===== src/rtl/matrix_line_receiver.sv =====
// Matrix-side receiver for the serial line link: resynchronises sclk/sdata and rebuilds 32-bit row/column words.
// Build macro ONEHOT_CHECK_EN: drop and flag completed words whose row field is not exactly one-hot.
module matrix_line_receiver #(
  parameter int SYNC_STAGES  = 2,
  parameter int IDLE_TIMEOUT = 1024
) (
  input  logic        clk,
  input  logic        rst,
  input  logic        sclk_in,
  input  logic        sdata_in,
  input  logic        err_clr,
  output logic [15:0] row_out,
  output logic [15:0] col_out,
  output logic        word_valid,
  output logic        frame_err,
  output logic [4:0]  bit_cnt
);

  localparam int IW = $clog2(IDLE_TIMEOUT + 1);
  localparam logic [IW-1:0] IDLE_MAX  = IW'(IDLE_TIMEOUT);
  localparam logic [IW-1:0] IDLE_LAST = IW'(IDLE_TIMEOUT - 1);

  logic [SYNC_STAGES-1:0] sclk_sync_reg, sclk_sync_next;
  logic [SYNC_STAGES-1:0] sdata_sync_reg, sdata_sync_next;
  logic                   sclk_prev_reg;
  logic [30:0]            shift_reg;
  logic [4:0]             bit_cnt_reg;
  logic [IW-1:0]          idle_cnt_reg;
  logic [15:0]            row_reg, col_reg;
  logic                   word_valid_reg, frame_err_reg;

  logic        sclk_s, sdata_s, fall, word_done, word_ok, timeout_fire, err_set;
  logic [31:0] word_full;

  genvar gi;
  generate
    for (gi = 0; gi < SYNC_STAGES; gi++) begin : g_sync
      if (gi == 0) begin : g_head
        assign sclk_sync_next[gi]  = sclk_in;
        assign sdata_sync_next[gi] = sdata_in;
      end else begin : g_tail
        assign sclk_sync_next[gi]  = sclk_sync_reg[gi-1];
        assign sdata_sync_next[gi] = sdata_sync_reg[gi-1];
      end
    end
  endgenerate

  assign sclk_s    = sclk_sync_reg[SYNC_STAGES-1];
  assign sdata_s   = sdata_sync_reg[SYNC_STAGES-1];
  assign fall      = sclk_prev_reg & ~sclk_s;
  // Bit 31 is never stored: it completes the word straight from the synchroniser.
  assign word_full = {sdata_s, shift_reg};
  assign word_done = fall && (bit_cnt_reg == 5'd31);

`ifdef ONEHOT_CHECK_EN
  logic [15:0] row_field;
  assign row_field = word_full[31:16];
  assign word_ok   = (row_field != 16'd0) && ((row_field & (row_field - 16'd1)) == 16'd0);
`else
  assign word_ok   = 1'b1;
`endif

  // A fall always restarts the idle count, so it can never coincide with a discard.
  assign timeout_fire = !fall && (idle_cnt_reg == IDLE_LAST) && (bit_cnt_reg != 5'd0);
  assign err_set      = timeout_fire || (word_done && !word_ok);

  always_ff @(posedge clk) begin
    if (rst) begin
      sclk_sync_reg  <= '0;
      sdata_sync_reg <= '0;
      sclk_prev_reg  <= 1'b0;
      shift_reg      <= '0;
      bit_cnt_reg    <= '0;
      idle_cnt_reg   <= '0;
      row_reg        <= '0;
      col_reg        <= '0;
      word_valid_reg <= 1'b0;
      frame_err_reg  <= 1'b0;
    end else begin
      sclk_sync_reg  <= sclk_sync_next;
      sdata_sync_reg <= sdata_sync_next;
      sclk_prev_reg  <= sclk_s;
      if (fall) begin
        if (bit_cnt_reg != 5'd31)
          shift_reg[bit_cnt_reg] <= sdata_s;
        bit_cnt_reg  <= bit_cnt_reg + 5'd1;
        idle_cnt_reg <= '0;
      end else begin
        if (idle_cnt_reg != IDLE_MAX)
          idle_cnt_reg <= idle_cnt_reg + 1'b1;
        if (timeout_fire)
          bit_cnt_reg <= '0;
      end
      word_valid_reg <= word_done && word_ok;
      if (word_done && word_ok) begin
        row_reg <= word_full[31:16];
        col_reg <= word_full[15:0];
      end
      if (err_set)
        frame_err_reg <= 1'b1;
      else if (err_clr)
        frame_err_reg <= 1'b0;
    end
  end

  assign row_out    = row_reg;
  assign col_out    = col_reg;
  assign word_valid = word_valid_reg;
  assign frame_err  = frame_err_reg;
  assign bit_cnt    = bit_cnt_reg;

endmodule

===== config.mk =====
export PLATFORM = sky130hd
export DESIGN_NAME = matrix_line_receiver
export DESIGN_NICKNAME = d
export VERILOG_FILES = /design/src/rtl/matrix_line_receiver.sv
export SDC_FILE = /design/constraint.sdc
export NUM_CORES = 1
export LEC_CHECK = 0
export ABC_AREA = 1
export BUFFER_PORTS_ARGS = -buffer_cell sky130_fd_sc_hd__buf_2
export CAP_MARGIN = 5
export CORE_AREA = 3 3 59 115
export CTS_BUF_LIST = sky130_fd_sc_hd__clkbuf_2
export DETAILED_ROUTE_END_ITERATION = 16
export DIE_AREA = 0 0 62 118
export PLACE_DENSITY = 0.86
export SLEW_MARGIN = 20
export SYNTH_ARGS = -nofsm -noshare
export SYNTH_HDL_FRONTEND = slang
export SYNTH_SLANG_ARGS = --single-unit

===== constraint.sdc =====
create_clock -name clk -period 4.62 [get_ports clk]
set_input_delay 0.231 -clock clk [delete_from_list [all_inputs] [get_ports clk]]
set_output_delay 0.231 -clock clk [all_outputs]
set_load 0.005 [all_outputs]

After elaboration in Yosys (flattened, before gate mapping)

Index checks and enable logic that the tools add are counted.

Register bits: 86
Input bits: 5
Output and inout bits: 39
Word-level logic and storage cells: 37

Add/sub/neg operators: 2
Order comparisons: 2
Equal/unequal tests: 4
Muxes and demuxes: 7
Bitwise operators: 2
Reduce and logical (&&, ||, !) cells: 10

Operator list:

| operator              | number |
|---|---|
| $bwmux 31             | 1 |
| $add 11x1->11 const B | 1 |
| $eq 11x10->1 const B  | 1 |
| $ne 11x11->1 const B  | 1 |
| $mux 5                | 2 |
| $lt 5x6->1 const B    | 1 |
| $add 5x1->5 const B   | 1 |
| $demux 1 s5           | 1 |
| $eq 5x5->1 const B    | 1 |
| $ge 5x1->1 const B    | 1 |
| $ne 5x5->1 const B    | 1 |
| $reduce_bool 5->1     | 1 |
| $logic_and 1x1->1     | 4 |
| $reduce_bool 2->1     | 2 |
| $mux 1                | 3 |
| $reduce_and 2->1      | 1 |
| $reduce_or 2->1       | 1 |
| $and 1x1->1           | 1 |
| $logic_not 1->1       | 1 |
| $not 1->1             | 1 |

Depth between registers and ports, before layout

Gate-level depths: netlist of run 1.

Depth after elaboration: 7
Mapped depth: 10
Mapped depth without buffers: 9

Worst setup path before layout of run 1

OpenSTA, ideal clock, no wires.

Kind: register -> register
Start point: register bit_cnt_reg[0] (netlist: bit_cnt[0])
End point: register shift_reg[3]
Setup time: 70 ps
Data arrival time: 1635 ps
Required time: 4550 ps
Slack: 2915 ps
Cell stages (with the launch flop): 11
Buffers on the path: 1
Clock period less this slack: 1705 ps
Cell sequence: dfxtp_1 ha_1 nand2_1 nor2_1 ha_1 buf_2 nor2_8 nand2_2 inv_1 nand3_1 a21oi_1

Cells in the longest elaborated chain, start to end: 5
Elaborated cells between the ends (all ways): 8
Those cells by class: order compare: 2; eq/ne: 1; mux: 3; reduce/logical: 2

RTL lines:

| item                                                                  | line | source |
|---|---|---|
| start, declared                                                       | 27   | `logic [4:0] bit_cnt_reg;` |
| start signal, assigned                                                | 86   | `bit_cnt_reg <= bit_cnt_reg + 5'd1;` |
| $lt 5x6->1 (implied by the code) / $ge 5x1->1 (equally long branches) | 85   | `shift_reg[bit_cnt_reg] <= sdata_s;` |
| $logic_and 1x1->1 (implied by the code)                               | 85   |  |
| $mux 1 (implied by the code)                                          | 85   |  |
| $demux 1 s5                                                           | 85   |  |
| $bwmux 31                                                             | 85   |  |
| end signal, assigned by index                                         | 85   |  |
| end, declared                                                         | 26   | `logic [30:0] shift_reg;` |

Several ways; a longest one is shown, not always the timed one.
A chain may end at the register's enable or synchronous reset.

Final worst setup path of run 1

Start point: register sclk_sync_reg[1]
End point: register col_reg[4] (netlist: col_out[4])

Cells in the longest elaborated chain, start to end: 3

RTL lines:

| item                   | line | source |
|---|---|---|
| start, declared        | 23   | `logic [SYNC_STAGES-1:0] sclk_sync_reg, sclk_sync_next;` |
| start signal, assigned | 80   | `sclk_sync_reg <= sclk_sync_next;` |
| $not 1->1              | 50   | `assign fall = sclk_prev_reg & ~sclk_s;` |
| $and 1x1->1            | 50   |  |
| $logic_and 1x1->1      | 53   | `assign word_done = fall && (bit_cnt_reg == 5'd31);` |
| end signal, assigned   | 97   | `col_reg <= word_full[15:0];` |
| end, declared          | 29   | `logic [15:0] row_reg, col_reg;` |

Every way passes these cells.

==> results of run 1 <==
## cell usage in the layout, fill, tap and decap left out
master         Yosys  final
ha_1               7      7
clkinv_2           0      1
inv_2             13     13
o21ai_0           18     18
o31ai_1            1      1
or2_0              2      2
nand3_2            2      2
o21ai_1           16     16
nand4_1            4      4
nor3_4             4      4
nor2_8             1      1
nor3_1             5      5
dfxtp_1           86     86
nor2_2             1      1
nand2_2            3      3
buf_2              9     43
nand2_1           56     56
a21oi_1           76     76
bufinv_16          0      2
clkinv_1           1      4
inv_1             22     22
nor2_1            20     20
clkbuf_2           0     10
or2_2              1      1
nand4_2            1      1
nand2_4            2      2
dlygate4sd3_1      0      3
xnor2_1            1      1
buf_4              2      2
o21bai_1           1      1
xor2_1             1      1
nand3_1           71     71
## through the flow
| step | total power [W] | hold WS (ps) | instances |
|---|---|---|---|
| finish | 0.00121 | 128 | 564 |
| global route | 0.00125 | 94.3 | 564 |
| CTS | 0.00122 | 96.5 | 564 |
| detailed placement | 0.000803 | 409 | 545 |
| global placement | 0.000802 | 389 | 545 |
| floorplan | 0.000794 | 338 | 439 |
## cells in the mapped netlist, types with 3 or more instances
cell and number:
a21oi_1 76, buf_1 3, buf_2 9, clkbuf_1 9, dfxtp_1 86, ha_1 7
inv_1 22, inv_2 13, nand2_1 56, nand2_2 3, nand3_1 71, nand4_1 4
nor2_1 20, nor3_1 5, nor3_4 4, o21ai_0 18, o21ai_1 16
## worst paths after layout
kind,from,endpoint,slack (ps)
worst max register to register,sclk_sync_reg[1],col_out[4],2310
worst min-delay path,rst,shift_reg[7],130
worst max-delay path,sclk_sync_reg[1],col_out[4],2310
worst min register to register,sclk_sync_reg[0],sclk_sync_reg[1],430
## worst max-delay path, stage by stage, from the launching register on
cell and delay [ps]:
dfxtp_1 360, inv_2 80, nand2_4 100, inv_2 490
nand2_1 810, nand2_1 240, a21oi_1 100
## timing repair
item                       4_1_cts  5_1_grt
resized for setup                0        0
hold buffers                     3        0
setup endpoints to repair        0        0
hold endpoints to repair         3        0
## metal layers
layer	GRT usage [%]	vias to the layer above
li1	-	1560
met1	26.6	1440
met2	37.7	84
met3	6.92	28
met4	14.9	0
met5	0	-
## power by group
part           switching, W  internal [W]
sequential       0.00000729      0.000748
clock              0.000246      0.000175
combinational     0.0000248     0.0000107
total              0.000278      0.000934
## layout make-up
type                       count  area, um2
fill                         509       2160
sequential                    86       1720
multi-input combinational    294       1550
timing repair buffer          48        260
inverter                      36        135
tap                           84        105
clock inverter                 6       76.3
clock buffer                  10       50.0
## cell families (layout without fill, tap and decap cells)
family / Yosys count / in the layout
and+or+nand+nor: 173 / 173
xor gates and xnor gates: 2 / 2
AOI/OAI and AO/OA: 112 / 112
adders and majority gates: 7 / 7
buffers and inverters: 59 / 100
DFF: 86 / 86
==> impl_metrics.toml, run 1 <==
[timing]
setup_viol = 0
tightest_slew_ps = 1070
final_max_slew_viol_count = 0
period_needed_ps = 2310
fmax_ghz = 0.433
finalSetupTns_ps = 0
rsz0062_at_grt = "no"
finalWorstSetupSlack_ps = 2310
fin_worst_skew_ps = 23.8
slew_headroom_pct = 28.3
hold_viol = 0
period_share_pct = 50.0

[worst_setup_path]
crit_fanout = 39
crit_type = "register to register"
cp-end-kind = "register"
worstPathRequired_ps = 5050
crit_arrival_ps = 2740
reg2regPathDepth = 6
startpoint_type = "register"

[layout]
area_growth_pct = 11.0
fin_util_pct = 64.3
diodes = 0
largest_reg_flops = 31
drive_above_1_share_pct = 17.9
stdcell_area_um2 = 3890
final_nets = 487

[synth]
synth_compound_area_share_pct = 16.1
synth_simple_gate_area_share_pct = 24.9
synth_adder_area_share_pct = 2.50
postSynthCellCount = 439
yosys.area.top_type = "dfxtp_1"
synth_nets = 451
synth_top_area_share_pct = 49.1
synth-xor-area-share_pct = 0.499
synth_area_um2 = 3510
avgSynthCellArea_um2 = 7.99
ys_seq_area_share_pct = 49.1
async_reset_ff_share_pct = 0
synthMuxAreaShare_pct = 0
ys_ff_latch = 86
synth_top_family_by_area = "simple AND/OR/NAND/NOR gates"
synth_area_leaders = "dfxtp_1, a21oi_1, nand3_1"
yosys_warnings = 0
synth_edf_count = 0
ys_types = 30
synth_flop_cell = "dfxtp_1"

[clock_tree]
cts.sinks = 86
cts_tree = "yes"
htreeDepth = 3
clk_pin_slew_ps = 220
cts_made_buffers = 9
post-cts-setup-buffers = 0
clk-insertion-delay-late_ps = 560
cts_root_buffer = "clkbuf_2"
clk_path_buf_depth = 2

[place]
dpl_cell_area_um2 = 3740
portBuffers = 43
gp_congestion = 0.906
pre_cts_slack_ps = 2370
place_hpwl_um = 5470

[job]
drv_cap = 0

[grt]
grt_pass1_vias = 2977
antenna_found_initial = 0
grt_pass1_wl_um = 13300
overflow = 0
grt_max_degree = 49
track_usage_pct = 23.9

[power_and_ir_drop]
p_leak_nw = 1.49
pwr_density_cell_nw_per_um2 = 311
vdd_drop_max_mv = 0.279

[run_status]
outcome = "complete, no violations"

[floorplanning]
initial_core_util_pct = 57.9
die_h_um = 118
core_area_um2 = 6060
ios = 44
rows = 40
dieArea_um2 = 7320
die_w_um = 62

[route]
wl_um = 7990
top_layer = "met4"
vias = 3112
dr_wl_met3_um = 402
first_pass_iters = 4
drc_errors = 0
vias_per_cell = 5.52
wl_met2_um = 4170
initialDrtViolationCount = 159
post_drt_wl_per_cell_um = 14.2
final_antenna_net_count = 0
met1Wirelength_um = 3110

[min_path]
hold_path_class = "input port to register"
worstHoldPathCells = 2
Power figures use the tool's default switching activity.
==> inputs of run 2 (changes only) <==
--- a/config.mk
+++ b/config.mk
@@ -8,10 +8,10 @@
 export ABC_AREA = 1
 export BUFFER_PORTS_ARGS = -buffer_cell sky130_fd_sc_hd__buf_2
 export CAP_MARGIN = 5
-export CORE_AREA = 3 3 59 115
+export CORE_AREA = 3 3 59 116
 export CTS_BUF_LIST = sky130_fd_sc_hd__clkbuf_2
 export DETAILED_ROUTE_END_ITERATION = 16
-export DIE_AREA = 0 0 62 118
+export DIE_AREA = 0 0 62 119
 export PLACE_DENSITY = 0.86
 export SLEW_MARGIN = 20
 export SYNTH_ARGS = -nofsm -noshare
==> constraint.sdc (replaced) <==
create_clock -name clk -period 2.3 [get_ports clk]
set_input_delay 0.115 -clock clk [delete_from_list [all_inputs] [get_ports clk]]
set_output_delay 0.115 -clock clk [all_outputs]
set_load 0.005 [all_outputs]
==> impl_metrics.toml, run 2 (synthesis results as in run 1) <==
[worst_setup_path]
crit_arrival_ps = 2490
r2r_setup_slack_ps = 280
startpoint_type = "register"
rr_endpoint = "row_out[9]"
reg2regPathDepth = 7
crit_fanout = 28
worstPathRequired_ps = 2770
crit_type = "register to register"
worstReg2RegStart = "bit_cnt[0]"
cp-end-kind = "register"

[clock_tree]
cts_resized = 0
clk_pin_slew_ps = 210
cts_made_buffers = 9
htreeDepth = 3
cts.sinks = 86
clk-insertion-delay-late_ps = 540
cts_root_buffer = "clkbuf_2"
post-cts-setup-buffers = 0
cts_tree = "yes"
clk_path_buf_depth = 2

[job]
drv_cap = 0

[layout]
final_common_cell = "dfxtp_1"
area_growth_pct = 13.7
diodes = 0
n_fill_cell = 527
largest_reg_flops = 31
drive_above_1_share_pct = 19.9
most-common-layout-cells = "dfxtp_1, a21oi_1, nand3_1"
final_nets = 495
fin_util_pct = 65.8

[route]
final_antenna_net_count = 0
vias_per_cell = 5.50
post_drt_wl_per_cell_um = 13.9
initialDrtViolationCount = 151
drc_errors = 0
vias = 3145
wl_um = 7980
first_pass_iters = 7

[grt]
met3_usage_pct = 5.42
grt_max_degree = 41
grtUsageMet1_pct = 27.2
antenna_found_initial = 0
grt.busiest_layer = "met2"
met2_usage_pct = 39.3
overflow = 0
track_usage_pct = 23.7
grt_pass1_vias = 2983
grt_pass1_wl_um = 13400

[timing]
period_share_pct = 88.0
final_max_slew_viol_count = 0
hold_viol = 0
slew_headroom_pct = 58.3
fmax_ghz = 0.494
period_needed_ps = 2020
finalSetupTns_ps = 0
rsz0062_at_grt = "no"
fin_worst_skew_ps = 20.5
setup_viol = 0
tightest_slew_ps = 626

[min_path]
worstHoldPathCells = 2
hold_path_class = "input port to register"
min_to = "sclk_prev_reg"
worstHoldStart = "rst"

[power_and_ir_drop]
vdd_drop_max_mv = 0.653
p_leak_nw = 1.54
pwr_density_cell_nw_per_um2 = 641

[place]
place_hpwl_um = 5560
gp_congestion = 0.885
portBuffers = 43

[floorplanning]
rows = 40
die_w_um = 62
ios = 44
dieArea_um2 = 7380
core_area_um2 = 6060
die_h_um = 119
initial_core_util_pct = 57.9

[run_status]
outcome = "complete, no violations"
run 2: what timing repair did:
action                                 in CTS  in global routing
hold buffers                                3                  0
endpoints found under the hold margin       3                  0
setup endpoints to repair                   0                  0
run 2: how the worst max path moves through the flow:
stage                     from            end
floorplan           bit_cnt[0]   shift_reg[3]
global placement    bit_cnt[0]  shift_reg[30]
detailed placement  bit_cnt[0]    col_out[15]
CTS                 bit_cnt[0]     row_out[9]
global route        bit_cnt[0]     row_out[9]
finish              bit_cnt[0]     row_out[9]
run 2: layout make-up:
type                       instances  area (um2)  area share [%]
multi-input combinational        294        1550            38.8
clock inverter                     6         110            2.76
clock buffer                      10        50.0            1.26
tap                               84         105            2.64
inverter                          36         135            3.39
sequential                        86        1720            43.2
timing repair buffer              56         320            8.03
run 2: stage by stage:
| step | power (W) | hold WS (ps) | instances | setup slack (ps) | cell area, um2 |
|---|---|---|---|---|---|
| final | 0.00256 | 62.0 | 572 | 276 | 3990 |
| after global routing | 0.00265 | 59.3 | 572 | 48.9 | 3990 |
| after CTS | 0.00257 | 38.8 | 572 | 276 | 3990 |
| after detailed placement | 0.00162 | 322 | 553 | 337 | 3800 |
| after global placement | 0.00161 | 313 | 553 | 404 | 3800 |
| after floorplan | 0.00160 | 222 | 439 | 595 | 3510 |
run 2: report_power, final:
part	leakage [nW]	switching, W	internal [W]	total, W
registers	0.694	0.00000880	0.00150	0.00151
clock network	0.0881	0.000497	0.000470	0.000967
logic	0.759	0.0000556	0.0000231	0.0000787
total	1.54	0.000561	0.00200	0.00256
run 2: worst max-delay path: stages, from the launching register on:
cell     delay [ps]
dfxtp_1         490
ha_1            240
nand2_1          90
nor2_1          100
ha_1            380
buf_4           370
nand3_1         130
a21oi_1         170
run 2: layer usage:
layer	share of wire, %	up-vias
li1	-	1577
met2	54	98
met4	2.5	0
met5	0	-
met1	38	1451
met3	5.1	19
==> inputs of run 3 (changes only) <==
--- a/config.mk
+++ b/config.mk
@@ -12,7 +12,7 @@
 export CTS_BUF_LIST = sky130_fd_sc_hd__clkbuf_2
 export DETAILED_ROUTE_END_ITERATION = 16
 export DIE_AREA = 0 0 62 119
-export PLACE_DENSITY = 0.86
+export PLACE_DENSITY = 0.8
 export SLEW_MARGIN = 20
 export SYNTH_ARGS = -nofsm -noshare
 export SYNTH_HDL_FRONTEND = slang
==> impl_metrics.toml, run 3 (synthesis results as in run 1) <==
[timing]
period_share_pct = 93.0
fmax_ghz = 0.468
final_max_slew_viol_count = 0
setup_viol = 0
period_needed_ps = 2140
hold_viol = 0
fin_worst_skew_ps = 16.2
tightest_slew_ps = 572
finalSetupTns_ps = 0
slew_headroom_pct = 61.9
rsz0062_at_grt = "no"

[grt]
track_usage_pct = 24.2
overflow = 0
antenna_found_initial = 0
grt_max_degree = 35
grt_pass1_wl_um = 13600
grt_pass1_vias = 3029

[clock_tree]
htreeDepth = 3
cts_root_buffer = "clkbuf_2"
cts_made_buffers = 9
clk_pin_slew_ps = 210
cts_resized = 0
clk-insertion-delay-late_ps = 540
cts.sinks = 86
clk_path_buf_depth = 2
cts_tree = "yes"

[power_and_ir_drop]
p_leak_nw = 1.53
p_total_w = 0.00234
pwr_density_cell_nw_per_um2 = 595
vdd_drop_max_mv = 0.684

[place]
portBuffers = 43
gp_congestion = 0.874
place_hpwl_um = 5700
dp.cells = 553

[route]
final_antenna_net_count = 0
first_pass_iters = 4
drc_errors = 0
vias_per_cell = 5.57
initialDrtViolationCount = 152
vias = 3184
post_drt_wl_per_cell_um = 14.2
wl_um = 8140

[floorplanning]
initial_core_util_pct = 57.9
ios = 44
rows = 40
die_h_um = 119
core_area_um2 = 6060
dieArea_um2 = 7380
die_w_um = 62

[layout]
diodes = 0
most-common-layout-cells = "dfxtp_1, a21oi_1, nand3_1"
drive_above_1_share_pct = 19.9
largest_reg_flops = 31
final_common_cell = "dfxtp_1"
finalNonFillerCells = 572
area_growth_pct = 12.2
final_nets = 495

[min_path]
worstHoldPathCells = 2
hold_path_class = "input port to register"

[worst_setup_path]
crit_fanout = 9
reg2regPathDepth = 9
cp-end-kind = "register"
startpoint_type = "register"
worstPathRequired_ps = 2720
crit_arrival_ps = 2560
crit_type = "register to register"

[run_status]
outcome = "complete, no violations"

[job]
drv_cap = 0
==> run 3: worst paths after layout <==
check	start	end	slack, ps
setup / recovery	bit_cnt[0]	shift_reg[26]	160
hold / removal	rst	sdata_sync_reg[1]	30
setup reg to reg	bit_cnt[0]	shift_reg[26]	160
hold reg to reg	sdata_sync_reg[0]	sdata_sync_reg[1]	420
==> run 3: where the power goes <==
group          internal, W  switching (W)
combinational    0.0000239      0.0000559
sequential         0.00150     0.00000869
clock             0.000261       0.000488
total              0.00179       0.000552
==> run 3: layout make-up <==
type,count,area (um2)
clock inverters,4,47.5
flip-flops and latches,86,1720
well taps,84,105
repair buffers,56,320
multi-input cells,294,1550
fillers,561,2120
clock buffers,12,60.1
inverters,36,135
==> run 3: worst max-delay path, cell delays in order, from the launching register on <==
cell and delay [ps]:
dfxtp_1 480, ha_1 240, nand2_1 100, nor2_1 100, ha_1 400, nor2_8 90
nand2_2 220, inv_2 150, a21oi_1 170, nor3_1 60
==> run 3: per-stage QoR <==
step                hold WS [ps]  utilization [%]  instance area, um2  setup WS, ps
global placement             314             62.7                3800           350
CTS                         8.59             65.0                3940           206
detailed placement           324             62.7                3800           279
global route                8.46             65.0                3940          45.1
finish                      25.1             65.0                3940           162
floorplan                    222                -                3510           595
==> run 3: metal layers <==
layer	routed length, um	global-route usage, %
met4	316	14.6
met2	4310	39.4
met3	353	5.86
met1	3150	26.6
met5	0	0
==> run 3: repair_timing <==
action / CTS / global route
endpoints found under the hold margin: 3 / 0
setup buffers: 0 / 0
hold buffers: 3 / 0
